`config.mk`:
```
export PLATFORM = sky130hd
export DESIGN_NAME = scan_chain_ctrl
export DESIGN_NICKNAME = d
export VERILOG_FILES = /design/src/rtl/scan_ctrl_pkg.sv /design/src/rtl/scan_piso_sipo.sv /design/src/rtl/scan_chain_ctrl.sv
export SDC_FILE = /design/constraint.sdc
export NUM_CORES = 1
export LEC_CHECK = 0
export BUFFER_PORTS_ARGS = -buffer_cell sky130_fd_sc_hd__buf_2
export CORE_MARGIN = 2
export CORE_UTILIZATION = 50
export CTS_BUF_LIST = sky130_fd_sc_hd__clkbuf_4
export DETAILED_ROUTE_END_ITERATION = 6
export PLACE_DENSITY = 0.78
export SYNTH_ARGS = -nofsm -noshare
export SYNTH_HDL_FRONTEND = slang
export SYNTH_SLANG_ARGS = --single-unit
```
`constraint.sdc`:
```
create_clock -name CLK -period 1.57 [get_ports CLK]
set_input_delay 0.314 -clock CLK [delete_from_list [all_inputs] [get_ports CLK]]
set_output_delay 0.314 -clock CLK [all_outputs]
set_load 0.01 [all_outputs]
```
`src/rtl/scan_ctrl_pkg.sv`:
```
// Shared types for the scan chain controller: FSM state encoding and a state
// classification helper used by both the controller and its datapath.
package scan_ctrl_pkg;

    typedef enum logic [2:0] {
        ST_IDLE       = 3'd0,
        ST_SHIFT      = 3'd1,
        ST_CAPTURE    = 3'd2,
        ST_DRAIN_WAIT = 3'd3,
        ST_UNLOAD     = 3'd4
    } scan_state_t;

    // States in which the chain is serially shifted and SO is sampled.
    function automatic logic is_shifting(input scan_state_t st);
        return (st == ST_SHIFT) || (st == ST_UNLOAD);
    endfunction

endpackage

```
`src/rtl/scan_piso_sipo.sv`:
```
// Pattern serializer (parallel-load, MSB-first serial out) and response
// deserializer (serial in from chain tail, parallel out) on a shared strobe.
module scan_piso_sipo #(
    parameter int CHAIN_LEN = 16
) (
    input  logic                 clk,
    input  logic                 rst,
    input  logic                 load,
    input  logic [CHAIN_LEN-1:0] load_data,
    input  logic                 shift,
    input  logic                 so,
    output logic                 si,
    output logic [CHAIN_LEN-1:0] cap_data
);

    logic [CHAIN_LEN-1:0] piso_r;
    logic [CHAIN_LEN-1:0] sipo_r;

    // Serializer: zeros fill in behind the pattern, so SI is 0 once it is sent.
    always_ff @(posedge clk) begin
        if (rst) begin
            piso_r <= {CHAIN_LEN{1'b0}};
        end else if (load) begin
            piso_r <= load_data;
        end else if (shift) begin
            piso_r <= {piso_r[CHAIN_LEN-2:0], 1'b0};
        end else begin
            piso_r <= piso_r;
        end
    end

    // Deserializer: first sampled tail bit ends up in the MSB.
    always_ff @(posedge clk) begin
        if (rst) begin
            sipo_r <= {CHAIN_LEN{1'b0}};
        end else if (shift) begin
            sipo_r <= {sipo_r[CHAIN_LEN-2:0], so};
        end else begin
            sipo_r <= sipo_r;
        end
    end

    assign si       = piso_r[CHAIN_LEN-1];
    assign cap_data = sipo_r;

endmodule

```
`src/rtl/scan_chain_ctrl.sv`:
```
// Scan chain sequencer: shifts each pattern in while unloading the previous
// response, pulses capture, and drains the chain after the last pattern.
module scan_chain_ctrl
    import scan_ctrl_pkg::*;
#(
    parameter  int CHAIN_LEN = 16,
    localparam int CNT_W     = $clog2(CHAIN_LEN)
) (
    input  logic                 CLK,
    input  logic                 RST,
    input  logic                 PAT_VALID,
    output logic                 PAT_READY,
    input  logic [CHAIN_LEN-1:0] PAT_DATA,
    input  logic                 PAT_LAST,
    output logic                 RSP_VALID,
    input  logic                 RSP_READY,
    output logic [CHAIN_LEN-1:0] RSP_DATA,
    output logic                 CHAIN_CE,
    output logic                 SE,
    output logic                 SI,
    input  logic                 SO
);

    localparam logic [CNT_W-1:0] CNT_ZERO = {CNT_W{1'b0}};
    localparam logic [CNT_W-1:0] CNT_ONE  = CNT_W'(32'd1);
    localparam logic [CNT_W-1:0] CNT_MAX  = CNT_W'(CHAIN_LEN - 1);

    scan_state_t      state_r;
    logic [CNT_W-1:0] cnt_r;
    logic             last_r;
    logic             has_prev_r;
    logic             rsp_valid_r;
    logic             chain_ce_r;
    logic             se_r;
    logic             load_s;
    logic             shift_s;
    logic             cnt_last_s;

    assign PAT_READY  = (state_r == ST_IDLE) && !rsp_valid_r;
    assign load_s     = PAT_VALID && PAT_READY;
    assign shift_s    = is_shifting(state_r);
    assign cnt_last_s = (cnt_r == CNT_MAX);

    // Sequencer FSM; chain enable and scan enable are set one state ahead.
    always_ff @(posedge CLK) begin
        if (RST) begin
            state_r     <= ST_IDLE;
            cnt_r       <= CNT_ZERO;
            last_r      <= 1'b0;
            has_prev_r  <= 1'b0;
            rsp_valid_r <= 1'b0;
            chain_ce_r  <= 1'b0;
            se_r        <= 1'b0;
        end else begin
            if (rsp_valid_r && RSP_READY) begin
                rsp_valid_r <= 1'b0;
            end
            case (state_r)
                ST_IDLE: begin
                    if (load_s) begin
                        state_r    <= ST_SHIFT;
                        cnt_r      <= CNT_ZERO;
                        last_r     <= PAT_LAST;
                        chain_ce_r <= 1'b1;
                        se_r       <= 1'b1;
                    end else begin
                        chain_ce_r <= 1'b0;
                        se_r       <= 1'b0;
                    end
                end
                ST_SHIFT: begin
                    if (cnt_last_s) begin
                        state_r <= ST_CAPTURE;
                        cnt_r   <= CNT_ZERO;
                        se_r    <= 1'b0;
                        if (has_prev_r) begin
                            rsp_valid_r <= 1'b1;
                        end
                    end else begin
                        cnt_r <= cnt_r + CNT_ONE;
                    end
                end
                ST_CAPTURE: begin
                    has_prev_r <= 1'b1;
                    chain_ce_r <= 1'b0;
                    se_r       <= 1'b0;
                    state_r    <= last_r ? ST_DRAIN_WAIT : ST_IDLE;
                end
                // The unload overwrites RSP_DATA, so wait for any pending word.
                ST_DRAIN_WAIT: begin
                    if (!rsp_valid_r || RSP_READY) begin
                        state_r    <= ST_UNLOAD;
                        cnt_r      <= CNT_ZERO;
                        chain_ce_r <= 1'b1;
                        se_r       <= 1'b1;
                    end
                end
                ST_UNLOAD: begin
                    if (cnt_last_s) begin
                        state_r     <= ST_IDLE;
                        cnt_r       <= CNT_ZERO;
                        rsp_valid_r <= 1'b1;
                        has_prev_r  <= 1'b0;
                        chain_ce_r  <= 1'b0;
                        se_r        <= 1'b0;
                    end else begin
                        cnt_r <= cnt_r + CNT_ONE;
                    end
                end
                default: begin
                    state_r    <= ST_IDLE;
                    cnt_r      <= CNT_ZERO;
                    chain_ce_r <= 1'b0;
                    se_r       <= 1'b0;
                end
            endcase
        end
    end

    scan_piso_sipo #(
        .CHAIN_LEN(CHAIN_LEN)
    ) u_piso_sipo (
        .clk      (CLK),
        .rst      (RST),
        .load     (load_s),
        .load_data(PAT_DATA),
        .shift    (shift_s),
        .so       (SO),
        .si       (SI),
        .cap_data (RSP_DATA)
    );

    assign RSP_VALID = rsp_valid_r;
    assign CHAIN_CE  = chain_ce_r;
    assign SE        = se_r;

endmodule

```
==> impl_metrics.toml <==
[grt]
grt_max_degree = 45
grt_pass1_wl_mm = 6.74
grt_overflow = 0
grtUsageTotal_pct = 20.5
antenna_found_initial = 0
grt_pass1_vias = 1569

[timing]
slew_headroom_pct = 76.7
report.final.slew_viol_count = 0
min_period_ns = 1.51
rsz0062_at_grt = "false"
skew_ns = 0.00433
tns_ns = 0
setup_viol = 0
hold_violations = 0
tightest_slew_ns = 0.346
period_share_pct = 96.3
fmax_mhz = 662
whs_ns = 0.192

[setup_path]
critical_path.endpoint = "PAT_READY"
crit_fanout = 8
critPathArrivalTime_ns = 1.20
rr_worst_depth = 5
crit_chain = "nor4_4 > buf_2"
regToRegSetupSlack_ns = 0.09
path_class = "reg2out"
slowest_delay_ns = 0.39
cp-startpoint = "state_r[1]$_SDFFE_PP0P_"
cp_top_family = "flip-flops"
required_ns = 1.26
cp.depth = 2
r2r-end = "state_r[0]$_SDFFE_PP0P_"
timing.rr.start = "cnt_r[0]$_SDFFE_PP0P_"
cp-start-kind = "flop"
worst-path-buf-inv = 1
end_kind = "output pin"
worst_path_max_delay_cell = "dfxtp_2"

[final_layout]
num-fill-cells = 327
diodes = 0
multi_input_area_um2 = 937
syn_to_final_growth_pct = 24.6
seq_area_um2 = 891
layout-drive-gt1-share_pct = 27.6
final_nets = 309

[clock_network]
cts_max_level = 2
ctsHoldBuffers = 0
clockBufferDepth = 2
insertion_delay_ns = 0.35
cts_buffers = 5
clk_root_buffer_cell = "clkbuf_4"
path_clk_slew_ns = 0.11
clock-sinks = 44
cts_tree = "yes"

[detailed_routing]
first_pass_iters = 4
routedWlPerCell_um = 12.0
postRouteAntennaNets = 0
vias = 1750
wirelength_mm = 4.02
drc = 0
drt_iter0_markers = 72
via_per_inst = 5.24

[place]
gp_congestion = 0.862
io_buffers = 42
hpwl_mm = 2.73

[synthesis]
synth-edff-count = 0
synth.distinct_cells = 29
synth_top_cells_by_count = "nand2_1 (67), dfxtp_1 (44), a21oi_1 (32)"
synth_top_area_share_pct = 47.6
synth-async-reset-ratio_pct = 0
yosys.area.top_type = "dfxtp_1"
synth_seq_cells = 44
yosysMostFrequentCell = "nand2_1"
syn_area_per_cell_um2 = 7.71
synthesis.nets = 263
synth_ff_type = "dfxtp_1"
ys_top_cells_by_area = "dfxtp_1 (48%), nand2_1 (14%), a21oi_1 (8.7%)"
netlist_area_um2 = 1850
syn_inst = 240
synth.yosys.seq_area_share_pct = 47.6
synth_warnings = 0

[die]
die_w_um = 64.8
num_rows = 22
die_h_um = 64.8
initial_core_util_pct = 51.3
coreArea_um2 = 3610
die_area_um2 = 4200
io_pins = 43

[min_path]
min_path_type = "in2reg"

[pwr]
leakage_nw = 0.923
power-per-cell-area_nw_per_um2 = 956
ir_drop_mv = 0.736

[run_status]
status = "finished, final reports clean"

[run]
drv_cap = 0
==> cell usage in the layout (no fill, tap or decap), drive strengths merged, types with 4 or more instances in the layout <==
master,instances
buf,58
nor3,4
dfxtp,44
clkbuf,6
a311oi,15
nor2,21
a21oi,32
nand3,9
nand2b,4
nand2,67
==> repair_timing <==
item / 4_1_cts / 5_1_grt
gates resized for setup: 2 / 12
endpoints found under the setup margin: 1 / 19
buffers inserted: 1 / 1
pin swaps: 1 / 2
==> flip-flops by register name, indices dropped and copies added (netlist names) <==
signal / cells
CHAIN_CE: 1
cnt_r: 4
SE: 1
u_piso_sipo.cap_data: 16
RSP_VALID: 1
state_r: 3
has_prev_r: 1
u_piso_sipo.piso_r: 16
last_r: 1
==> per-stage QoR <==
stage                     instances  power [mW]  setup WS, ns  util, %  instance area, um^2
after floorplan                 240        1.54        0.0802        -                 1860
after global placement          325        1.69        0.0683     60.7                 2190
after detailed placement        325        1.69        0.0408     60.7                 2190
after CTS                       333        2.20        0.0134     62.6                 2260
after global routing            334        2.33       0.00309     63.9                 2310
final                           334        2.21        0.0584     63.9                 2310
==> cell type report <==
type | count | area share [%]
clock buffer | 6 | 1.95
clock inverter | 1 | 0.217
multi-input combinational | 177 | 40.6
sequential | 44 | 38.6
tap | 48 | 2.60
timing repair buffer | 58 | 16.0
==> worst reg2reg max path, delay by kind of cell (launching register included) <==
family	cells	cell delay, ns
AOI/OAI and AO/OA	1	0.13
adders and majority gates	2	0.47
DFF	1	0.37
and+or+nand+nor	2	0.43
==> where the power goes <==
| group | switching (mW) | internal, mW | leakage [nW] | total [mW] |
|---|---|---|---|---|
| combinational | 0.254 | 0.198 | 0.530 | 0.452 |
| sequential | 0.0503 | 1.19 | 0.362 | 1.24 |
| clock | 0.329 | 0.183 | 0.0315 | 0.512 |
| total | 0.634 | 1.57 | 0.923 | 2.21 |
==> per-layer routing <==
metal / part of all wire [%] / global-route usage [%]
met4: 1.6 / 6.65
met1: 45 / 26.6
met5: 0 / 0
met2: 48 / 32.1
met3: 5.8 / 6.60
==> logic make-up after synthesis <==
kind of cell             after synthesis  share of synthesized area, %
AND/OR/NAND/NOR                      119                          27.7
AO/OA/AOI/OAI                         55                          18.7
adder cells (fa/ha/maj)                2                          1.22
flip-flops                            44                          47.6
XOR/XNOR                               1                         0.473
buffers and inverters                 19                          4.33
==> how the worst min path moves through the flow <==
stage                                                     start                                    end  slack (ns)  cells past startpoint
after floorplan                             last_r$_SDFFE_PP0P_                    last_r$_SDFFE_PP0P_        0.44                      2
after global placement    u_piso_sipo.cap_data[15]$_SDFFE_PP0P_  u_piso_sipo.cap_data[15]$_SDFFE_PP0P_        0.44                      2
after detailed placement                        SE$_SDFFE_PP0P_                        SE$_SDFFE_PP0P_        0.45                      2
after CTS                                                    SO   u_piso_sipo.cap_data[0]$_SDFFE_PP0P_        0.19                      3
after global routing                                         SO   u_piso_sipo.cap_data[0]$_SDFFE_PP0P_        0.18                      3
final                                                  PAT_LAST                    last_r$_SDFFE_PP0P_        0.19                      3
Note: power is estimated with default switching activity, not from simulation.
